`src/rtl/result_checker_pkg.sv`:
```
// result_checker_pkg
//   Shared types and constants for the result checker:
//     OPERAND_W / RESULT_W  - adder operand and result widths
//     state_t               - run-control FSM states
//     entry_t               - one delay-line slot {valid, expected}
//     expected_sum()        - reference sum of two operands
package result_checker_pkg;

   localparam int OPERAND_W = 32;
   localparam int RESULT_W  = 40;

   typedef enum logic [1:0] {
      IDLE  = 2'd0,
      RUN   = 2'd1,
      DRAIN = 2'd2,
      DONE  = 2'd3
   } state_t;

   typedef struct packed {
      logic                valid;
      logic [RESULT_W-1:0] expected;
   } entry_t;

   // Zero-extended sum with carry-in 0; bits 39:33 always end up 0.
   function automatic logic [RESULT_W-1:0] expected_sum(
      input logic [OPERAND_W-1:0] a,
      input logic [OPERAND_W-1:0] b
   );
      return {{(RESULT_W-OPERAND_W){1'b0}}, a} + {{(RESULT_W-OPERAND_W){1'b0}}, b};
   endfunction

endpackage

```
`src/rtl/result_checker_delay.sv`:
```
// result_checker_delay
//   LATENCY-deep shift pipeline of {valid, expected} entries. Aligns the
//   locally computed sum with the Result returned by the adder stage.
//   Ports:
//     clk   - rising-edge clock
//     rst_n - asynchronous active-low clear of the valid bits
//     head  - entry loaded into stage 0 at every edge
//     tail  - entry leaving stage LATENCY-1
module result_checker_delay
   import result_checker_pkg::*;
#(
   parameter int LATENCY = 2
) (
   input  logic   clk,
   input  logic   rst_n,
   input  entry_t head,
   output entry_t tail
);

   logic [LATENCY-1:0]  vld_p;
   logic [RESULT_W-1:0] exp_p [LATENCY];

   // Valid bits are control and carry the reset.
   always_ff @(posedge clk or negedge rst_n) begin
      if (!rst_n) begin
         vld_p <= '0;
      end else begin
         vld_p[0] <= head.valid;
         for (int i = 1; i < LATENCY; i++) begin
            vld_p[i] <= vld_p[i-1];
         end
      end
   end

   // Expected values are data; they are only meaningful alongside a valid.
   always_ff @(posedge clk) begin
      exp_p[0] <= head.expected;
      for (int i = 1; i < LATENCY; i++) begin
         exp_p[i] <= exp_p[i-1];
      end
   end

   assign tail.valid    = vld_p[LATENCY-1];
   assign tail.expected = exp_p[LATENCY-1];

endmodule

```
`config.mk`:
```
export PLATFORM = sky130hd
export DESIGN_NAME = result_checker_delay
export DESIGN_NICKNAME = d
export VERILOG_FILES = /design/src/rtl/result_checker_pkg.sv /design/src/rtl/result_checker_delay.sv
export SDC_FILE = /design/constraint.sdc
export NUM_CORES = 1
export LEC_CHECK = 0
export BUFFER_PORTS_ARGS = -buffer_cell sky130_fd_sc_hd__buf_2
export CAP_MARGIN = 0
export CELL_PAD_IN_SITES_DETAIL_PLACEMENT = 1
export CELL_PAD_IN_SITES_GLOBAL_PLACEMENT = 1
export CORE_UTILIZATION = 38
export CTS_BUF_LIST = sky130_fd_sc_hd__clkbuf_2 sky130_fd_sc_hd__clkbuf_4 sky130_fd_sc_hd__clkbuf_8
export CTS_CLUSTER_SIZE = 20
export DETAILED_ROUTE_END_ITERATION = 10
export HOLD_SLACK_MARGIN = 0.05
export PLACE_DENSITY_LB_ADDON = 0.1
export SYNTH_ARGS = -nofsm -noshare
export SYNTH_HDL_FRONTEND = slang
export SYNTH_SLANG_ARGS = --single-unit
```
`constraint.sdc`:
```
create_clock -name clk -period 0.8 [get_ports clk]
set_input_delay 0.04 -clock clk [delete_from_list [all_inputs] [get_ports clk]]
set_output_delay 0.04 -clock clk [all_outputs]
set_load 0.01 [all_outputs]
```
==> results.md <==
* Run status: finished, violations left
* Failing checks: setup timing
* Top cell type's share of synthesized area at 81.7%
* Family of cells with the greatest summed delay on the critical path: flip-flops
* Post-detailed-route count of antenna-violating nets at 0
* Cell variety after synth at 3
* Kind of start point of the critical path: register
* Cell with the largest stage delay on the worst path: sky130_fd_sc_hd__dfrtp_1
* Synthesized area at 1960 um^2
* Most repeated cell in the gate-level netlist after synthesis: sky130_fd_sc_hd__dfxtp_1
* RD Place Congestion at 0.628
* Max Fclk at 1150 MHz
* Number of filler cells placed in the layout at 470
* Peak VDD IR at 0.00169 V
* Initial antenna violation count at 0
* CTS tree: done
* Cell type with the largest total area after synthesis: sky130_fd_sc_hd__dfxtp_1
* Post-DP Area at 2150 um^2
* Die Width at 73.8 um
* Pin count of the biggest net entering global routing at 14
* Post-route cell area at 2910 um^2
* Number of standard cells in the final layout excluding fillers at 291
* Primary flip-flop cell chosen by synthesis mapping: sky130_fd_sc_hd__dfxtp_1
* Number of flops mapped to enable cells by yosys at 0
* Starting DRC count in detailed routing at 11
* Register clock-pin slew on the reported worst setup and hold paths at 0.08 ns
* Placed wire-length estimate after detailed placement at 1.92 mm
* Layout-stage area growth over the synthesis result at 48.7%
* Count of vias placed by the detailed router at 1062
* H-Tree Depth at 3
* Share of the yosys chip area belonging to registers at 84.3%
* CP Data Arrival Time at 0.83 ns
* Setup TNS at -0.198 ns
* Clock Latency Late Sink at 0.33 ns
* Number of endpoints with negative hold slack in the final report at 0
* Transition time of the tightest slew-check pin at 0.114 ns
* Cell types with the highest counts after synthesis: 80 x sky130_fd_sc_hd__dfxtp_1, 41 x sky130_fd_sc_hd__buf_4, 2 x sky130_fd_sc_hd__dfrtp_1
* Vias/cell at 3.65
* Area contributors post-synth: sky130_fd_sc_hd__dfxtp_1 82%, sky130_fd_sc_hd__buf_4 16%, sky130_fd_sc_hd__dfrtp_1 2.6%
* Core Rows at 25
* Buf+Inv Stages, Crit Path at 1
* Minimum period implied by the final worst setup slack at 0.870 ns
* Number of buffers created by CTS at 9
* Number of diodes added for antenna fixing at 0
* Gate count after technology mapping at 123
* Layout cells sized above 1 at 51.8%
* Max clock buf depth at 2
* Kind of critical path: register to output pin
* List of cells traversed by the critical path: buf_2
* Post-synthesis net count at 166
* Worst max-slew margin expressed relative to the limit at 92.4%
* Max-Cap Viols at 0
* Total routing resource utilization after global routing at 13.3%
* Largest driver fanout on the critical path at 1
* I/O Buffers at 83
* Fin Clk Skew at 0.00312 ns
* DRC violations left at 0
* Multi-input gates at 0
* Number of global-route vias before repair at 1126
* Setup slack after placement at 0.287 ns
* # Post-CTS Setup Buffers at 0
* Area occupied by multi-input gates at 0 um^2
* Die H at 73.8 um
* Number of endpoints failing setup at the final stage at 26
* I/O Pins at 84
* Wire length of the first global-routing pass at 4.75 mm
* DP Cell Count at 232
* Warning count from the yosys run at 0
* Count of final max-slew check failures at 0
* TritonRoute pass-1 iters at 3
* # clock sinks at 82
* Total wire length after detailed routing at 3.33 mm
* Area of the core at 4850 um^2
* Finished Core Util at 60.1%
* Register bit total from synthesis at 82
* Leakage at 1.35 nW
* Setup repair after global routing missed its margin: yes
* Power density over the cells at 2650 nW/um^2
* Kind of end point of the critical path: output pin
* Initial standard-cell utilization of the core at 40.4%
* Critical path data required time at 0.76 ns
* Cell chosen for the clock root: sky130_fd_sc_hd__clkbuf_8
* Post-route setup slack at -0.0704 ns
* Mean post-synth cell area at 15.9 um^2
* Largest incremental delay on the critical path at 0.36 ns
* Per-cell routed wire length at 11.4 um
* Total congestion overflow at 0
* NumNets Final at 262
* FF+latch area at 1670 um^2
* DIE AREA at 5450 um^2
* Synth async-reset ratio at 2.44%
* Worst hold path type: register to register
* Period utilisation layout at 109%
==> logic make-up after synthesis <==
group	Yosys count	synth area share, %
buffers and inverters	41	15.7
flip-flops	82	84.3
==> layout make-up <==
class	count	area share, %
clock inverters	5	1.80
flip-flops and latches	82	57.4
well taps	67	2.88
clock buffers	11	5.20
repair buffers	126	32.7
==> power by group <==
group / internal (mW) / leakage (nW) / switching, mW
Sequential: 4.31 / 0.698 / 0.0599
Combinational: 0.328 / 0.542 / 0.154
Clock: 1.59 / 0.105 / 1.28
Total: 6.23 / 1.35 / 1.50
==> per-stage QoR <==
stage	total power, mW	hold slack [ns]
2_1_floorplan	4.64	-0.256
3_3_place_gp	4.69	-0.176
3_5_place_dp	4.71	-0.174
4_1_cts	7.81	0.300
5_1_grt	8.10	0.301
6_report	7.73	0.328
==> timing repair <==
item / in CTS / in global routing
hold buffers: 43 / 0
hold endpoints to repair: 43 / 0
endpoints found under the setup margin: 41 / 41
gates resized for setup: 6 / 29
==> registers in the layout, indices dropped and copies added, names as in the netlist <==
register,flops
vld_p,2
exp_p,80
==> final timing paths <==
kind | startpoint | to | slack (ns) | cells past startpoint
min in group asynchronous | rst_n | vld_p[1] | 0.57 | 3
worst min-delay path | exp_p[0][39] | exp_p[0][79] | 0.33 | 0
worst min register to register | exp_p[0][39] | exp_p[0][79] | 0.33 | 0
max in group asynchronous | rst_n | vld_p[0] | 0.10 | 3
worst max register to register | vld_p[0] | vld_p[1] | 0.32 | 0
worst max-delay path | vld_p[1] | tail[40] | -0.07 | 1
==> cells in the final DEF (no fill, tap or decap) <==
master and n:
sky130_fd_sc_hd__buf_2 66, sky130_fd_sc_hd__dfxtp_1 63, sky130_fd_sc_hd__dlygate4sd3_1 43, sky130_fd_sc_hd__dfxtp_2 17, sky130_fd_sc_hd__buf_6 17, sky130_fd_sc_hd__clkbuf_8 11, sky130_fd_sc_hd__clkinv_2 3, sky130_fd_sc_hd__dfrtp_1 2
sky130_fd_sc_hd__clkinvlp_4 1, sky130_fd_sc_hd__bufinv_16 1
==> routing by layer <==
| metal | up-vias | track usage [%] | share of wire (%) |
|---|---|---|---|
| met1 | 480 | 9.30 | 33 |
| met4 | 0 | 7.69 | 0.60 |
| met2 | 56 | 23.9 | 56 |
| met3 | 2 | 10.8 | 11 |
| met5 | - | 0 | 0 |
| li1 | 524 | - | - |
Power figures use the tool's default switching activity.
